==> config.mk <==
export PLATFORM = sky130hd
export DESIGN_NAME = la_capture_ctrl
export DESIGN_NICKNAME = d
export VERILOG_FILES = /design/src/rtl/la_capture_pkg.sv /design/src/rtl/la_capture_cnt.sv /design/src/rtl/la_capture_ctrl.sv
export SDC_FILE = /design/constraint.sdc
export NUM_CORES = 1
export LEC_CHECK = 0
export BUFFER_PORTS_ARGS = -buffer_cell sky130_fd_sc_hd__buf_2
export CAP_MARGIN = 10
export CORE_MARGIN = 4
export CORE_UTILIZATION = 55
export DETAILED_ROUTE_END_ITERATION = 10
export HOLD_SLACK_MARGIN = 0.12
export PLACE_DENSITY = 0.91
export SLEW_MARGIN = 20
export SYNTH_ARGS = -nofsm -noshare
export SYNTH_HDL_FRONTEND = slang
export SYNTH_SLANG_ARGS = --single-unit
==> constraint.sdc <==
create_clock -name CLK -period 2.9 [get_ports CLK]
set_input_delay 0.145 -clock CLK [delete_from_list [all_inputs] [get_ports CLK]]
set_output_delay 0.145 -clock CLK [all_outputs]
set_load 0.005 [all_outputs]
==> src/rtl/la_capture_pkg.sv <==
// Shared definitions for the logic-analyser capture sequencer: state encoding and default widths.
package la_capture_pkg;

    localparam int ADDR_W_DEF = 12;
    localparam int DATA_W_DEF = 8;

    typedef enum logic [2:0] {
        ST_IDLE  = 3'd0,
        ST_PRE   = 3'd1,
        ST_ARMED = 3'd2,
        ST_POST  = 3'd3,
        ST_DONE  = 3'd4
    } cap_state_t;

    function automatic logic is_capturing(input cap_state_t s);
        return (s == ST_PRE) || (s == ST_ARMED) || (s == ST_POST);
    endfunction

endpackage

==> src/rtl/la_capture_cnt.sv <==
// Loadable down-counter for the pre/post-trigger windows; 'last' marks the final sample.
module la_capture_cnt
    import la_capture_pkg::*;
#(
    parameter int W = ADDR_W_DEF
) (
    input  logic         CLK,
    input  logic         RST,
    input  logic         load,
    input  logic [W-1:0] load_val,
    input  logic         dec,
    output logic         last
);

    logic [W-1:0] cnt;

    always_ff @(posedge CLK or posedge RST) begin
        if (RST) begin
            cnt <= '0;
        end else if (load) begin
            cnt <= load_val;
        end else if (dec && (cnt != '0)) begin
            cnt <= cnt - W'(1);
        end
    end

    assign last = (cnt == W'(1));

endmodule

==> src/rtl/la_capture_ctrl.sv <==
// Capture sequencer: circular sample writes, pre-trigger fill, trigger arm/record, post-trigger count.
//
//  state    | meaning
//  ---------+-----------------------------------------------------------
//  ST_IDLE  | no capture; waiting for START
//  ST_PRE   | filling the pre-trigger window, trigger evaluation disabled
//  ST_ARMED | writing circularly, waiting for TRIG_IN/FORCE_TRG on a sample
//  ST_POST  | writing the post-trigger samples
//  ST_DONE  | capture complete, memory ready for readback
module la_capture_ctrl
    import la_capture_pkg::*;
#(
    parameter int ADDR_W = ADDR_W_DEF,
    parameter int DATA_W = DATA_W_DEF
) (
    input  logic              CLK,
    input  logic              RST,
    input  logic              START,
    input  logic              ABORT,
    input  logic [ADDR_W-1:0] PRE_CNT,
    input  logic [ADDR_W-1:0] POST_CNT,
    input  logic              CLK_EN,
    input  logic [DATA_W-1:0] DATA_IN,
    input  logic              TRIG_IN,
    input  logic              FORCE_TRG,
    output logic              TRG_EV_EN,
    output logic              MEM_WE,
    output logic [ADDR_W-1:0] MEM_ADDR,
    output logic [DATA_W-1:0] MEM_DATA,
    output logic [ADDR_W-1:0] TRIG_ADDR,
    output logic              BUSY,
    output logic              DONE,
    output logic [2:0]        STATE
);

    cap_state_t        state, state_nx;
    logic [ADDR_W-1:0] ptr;
    logic [ADDR_W-1:0] post_cnt_q;
    logic              wr_en;
    logic              trig_hit;
    logic              start_ok;
    logic              pre_last;
    logic              post_last;

    // ABORT suppresses both the write and any restart in the same cycle
    assign wr_en    = is_capturing(state) && CLK_EN && !ABORT;
    assign trig_hit = (state == ST_ARMED) && wr_en && (TRIG_IN || FORCE_TRG);
    assign start_ok = START && !ABORT && ((state == ST_IDLE) || (state == ST_DONE));

    la_capture_cnt #(.W(ADDR_W)) u_pre_cnt (
        .CLK      (CLK),
        .RST      (RST),
        .load     (start_ok),
        .load_val (PRE_CNT),
        .dec      (wr_en && (state == ST_PRE)),
        .last     (pre_last)
    );

    la_capture_cnt #(.W(ADDR_W)) u_post_cnt (
        .CLK      (CLK),
        .RST      (RST),
        .load     (trig_hit),
        .load_val (post_cnt_q),
        .dec      (wr_en && (state == ST_POST)),
        .last     (post_last)
    );

    always_ff @(posedge CLK or posedge RST) begin
        if (RST) begin
            state <= ST_IDLE;
        end else begin
            state <= state_nx;
        end
    end

    always_comb begin
        state_nx = state;
        if (ABORT) begin
            state_nx = ST_IDLE;
        end else begin
            case (state)
                ST_IDLE, ST_DONE: begin
                    if (START) begin
                        state_nx = (PRE_CNT == '0) ? ST_ARMED : ST_PRE;
                    end
                end
                ST_PRE: begin
                    if (wr_en && pre_last) begin
                        state_nx = ST_ARMED;
                    end
                end
                ST_ARMED: begin
                    if (trig_hit) begin
                        state_nx = (post_cnt_q == '0) ? ST_DONE : ST_POST;
                    end
                end
                ST_POST: begin
                    if (wr_en && post_last) begin
                        state_nx = ST_DONE;
                    end
                end
                default: state_nx = ST_IDLE;
            endcase
        end
    end

    // Status outputs follow the next state so they line up with STATE
    always_ff @(posedge CLK or posedge RST) begin
        if (RST) begin
            ptr        <= '0;
            post_cnt_q <= '0;
            MEM_WE     <= 1'b0;
            MEM_ADDR   <= '0;
            MEM_DATA   <= '0;
            TRIG_ADDR  <= '0;
            TRG_EV_EN  <= 1'b0;
            BUSY       <= 1'b0;
            DONE       <= 1'b0;
        end else begin
            if (start_ok) begin
                ptr        <= '0;
                post_cnt_q <= POST_CNT;
            end else if (wr_en) begin
                ptr <= ptr + ADDR_W'(1);
            end
            MEM_WE <= wr_en;
            if (wr_en) begin
                MEM_ADDR <= ptr;
                MEM_DATA <= DATA_IN;
            end
            if (trig_hit) begin
                TRIG_ADDR <= ptr;
            end
            TRG_EV_EN <= (state_nx == ST_ARMED);
            BUSY      <= is_capturing(state_nx);
            DONE      <= (state_nx == ST_DONE);
        end
    end

    assign STATE = state;

endmodule

==> flow_summary.ini <==
[route]
ant_nets = 0
post_drt_wl_per_cell_um = 16.0
viasPerCell = 5.71
routed_wl_mm = 10.9
drc = 0
vias = 3878
drt_iter0_drc = 182
drt_pass1_iterations = 5

[place]
portBuffers = 77
dp_slack_ns = 0.733
hpwl_mm = 7.22
gp_congestion = 0.969

[setup_path]
cp_top_family = simple AND/OR/NAND/NOR gates
cpPeakStageDelay_ns = 0.44
path_buf_inv = 1
crit_chain = or2_0, nand2_1, inv_2, nand3_1, or3_1, a21oi_1
end_kind = flip-flop
crit_slowest_cell = dfrtp_1
crit_type = reg2reg
crit_fanout = 29
worstPathRequired_ns = 3.18
arrival_ns = 2.48
critPathLaunchType = flip-flop

[power_and_ir_drop]
vdd_drop_max_v = 0.000363
p_per_area_mw_per_mm2 = 533
p_leak_uw = 0.00265

[logic_synthesis]
synth_ff_type = dfrtp_1
syn_inst = 467
ys_seq_area_frac = 0.521
ys_ff_latch = 87
synthAdderAreaFrac = 0.0210
synth_area_mm2 = 0.00418
ys_top_cells_by_area = dfrtp_1 (52%), nand2_1 (14%), xor2_1 (2.3%)
synthMuxAreaShare = 0
synth_top_area_share = 0.521
synth_simple_gate_area_frac = 0.294
synth_nets = 513
synth-xor-area-share = 0.0293
ys.warnings.count = 0
synth.largest_area_cell = dfrtp_1
synthArstFlopShare = 1.00
synth.avg_cell_area_um2 = 8.95
yosys.cell_types.count = 55
synth_edf_count = 0
synth_top_family_by_area = simple AND/OR/NAND/NOR gates
synth_compound_area_frac = 0.105

[timing]
rsz0062_at_grt = false
skew_ns = 0.0132
fmax_ghz = 0.454
relSlewSlack = 0.524
hold_viol = 0
period_minus_slack_ns = 2.20
tightest_slew_ns = 0.714
fin_setup_tns_ns = 0
period_share = 0.760
finalMaxSlewViolations = 0
final.setup.worst_slack_ns = 0.696
setup_violations = 0

[floorplan]
start_util = 0.570
rows = 31
die_w_um = 95.2
die_h_um = 95.2
core_area_mm2 = 0.00733
fp.dieArea_mm2 = 0.00906
ios = 78

[clock_tree]
cts_root_buf = clkbuf_8
clkLatencyLatePin_ns = 0.36
cts_num_sinks = 87
clk_pin_slew_worst_paths_ns = 0.10
cts_buffers = 9
cts_tree = yes
cts_resized = 0
cts_buffer_depth = 2
cts_max_level = 3

[job]
max-cap-violations = 0

[final_layout]
syn2layout_area_growth_pct = 24.7
nFillCells = 550
nNetsFinal = 621
layout_commonest_cell = nand2_1
diodes = 0
layout-drive-gt1-share = 0.190
final_cell_mix = nand2_1 (157), dfrtp_1 (87), buf_2 (77)

[global_route]
grt_max_degree = 38
grt_pass1_wl_mm = 18.1
grtUsageTotal = 0.255
gr-total-overflow = 0
grt_pass1_vias = 3875
antenna_found_initial = 0

[min_path]
hp-class = in2reg

[run_status]
status = complete, no violations
-- cell usage after synthesis (3+ instances only) --
cell,number
or4_1,5
o21ai_0,15
clkbuf_1,15
nand4_1,9
o22ai_1,3
xnor2_1,3
a221o_1,3
ha_1,7
a21oi_1,12
nor2_1,23
nand2b_1,3
inv_1,12
nor3_1,9
xor2_1,11
or3_1,5
and4_1,3
nand3_1,18
dfrtp_1,87
nor4_1,9
o211ai_1,7
nand2_1,157
nor3b_1,5
o21ai_1,5
-- timing repair --
item | in CTS | in global routing
endpoints found under the hold margin | 66 | 0
hold buffers | 32 | 0
setup endpoints to repair | 0 | 0
buffers inserted | 0 | 0
-- stage by stage --
stage	cell area (um^2)	total power, uW	hold slack [ns]	util	std cells
floorplan	4180	1660	0.250	-	467
global placement	4670	1780	0.231	0.637	631
detailed placement	4670	1810	0.240	0.637	631
CTS	5210	2780	0.125	0.711	679
global route	5210	2900	0.174	0.711	679
finish	5210	2780	0.155	0.711	679
-- metal layers --
layer  vias up  GRT usage  wire [um]
met2       173      0.444       5470
met5         -          0          0
met3        29     0.0387        752
met4         0      0.114        293
met1      1852      0.313       4360
li1       1824          -          -
-- sequential cells by signal (all words and copies together) (netlist names) --
name	flops
BUSY	1
TRIG_ADDR	12
u_pre_cnt.cnt	12
STATE	3
DONE	1
post_cnt_q	12
ptr	12
TRG_EV_EN	1
u_post_cnt.cnt	12
MEM_ADDR	12
MEM_DATA	8
MEM_WE	1
-- final timing paths --
| check | startpoint | endpoint | slack (ns) | cells past startpoint |
|---|---|---|---|---|
| setup / recovery | STATE[0]$_DFF_PP0_ | ptr[8]$_DFFE_PP0P_ | 0.70 | 6 |
| hold / removal | PRE_CNT[5] | u_pre_cnt.cnt[5]$_DFFE_PP0P_ | 0.16 | 3 |
| setup reg to reg | STATE[0]$_DFF_PP0_ | ptr[8]$_DFFE_PP0P_ | 0.70 | 6 |
| hold reg to reg | MEM_ADDR[11]$_DFFE_PP0P_ | MEM_ADDR[11]$_DFFE_PP0P_ | 0.47 | 2 |
| max in group asynchronous | RST | u_post_cnt.cnt[0]$_DFFE_PP0P_ | 1.63 | 4 |
| min in group asynchronous | RST | BUSY$_DFF_PP0_ | 0.40 | 3 |
-- worst reg2reg max path, stage by stage (launching register included) --
cell and delay [ns]:
dfrtp_1 0.44, or2_0 0.34, nand2_1 0.14, inv_2 0.40, nand3_1 0.26, or3_1 0.39, a21oi_1 0.15
-- power by group --
group | total [uW] | switching [uW] | internal [uW]
combinational | 398 | 220 | 177
clock | 953 | 459 | 494
sequential | 1430 | 107 | 1320
-- final cells by class --
class | count | area [um^2] | share of cell area
clock buffer | 9 | 124 | 0.0238
clock inverter | 7 | 101 | 0.0194
inverter | 13 | 50.0 | 0.00960
multi-input combinational | 349 | 1890 | 0.362
sequential | 87 | 2180 | 0.418
tap | 99 | 124 | 0.0238
timing repair buffer | 115 | 751 | 0.144
-- cell families after synthesis --
kind of cell	Yosys count
flops	87
fa+ha+maj	7
buf+inv	31
compound gates	66
xor+xnor	14
simple gates	262
No activity file was read; power rests on OpenSTA's default activity.
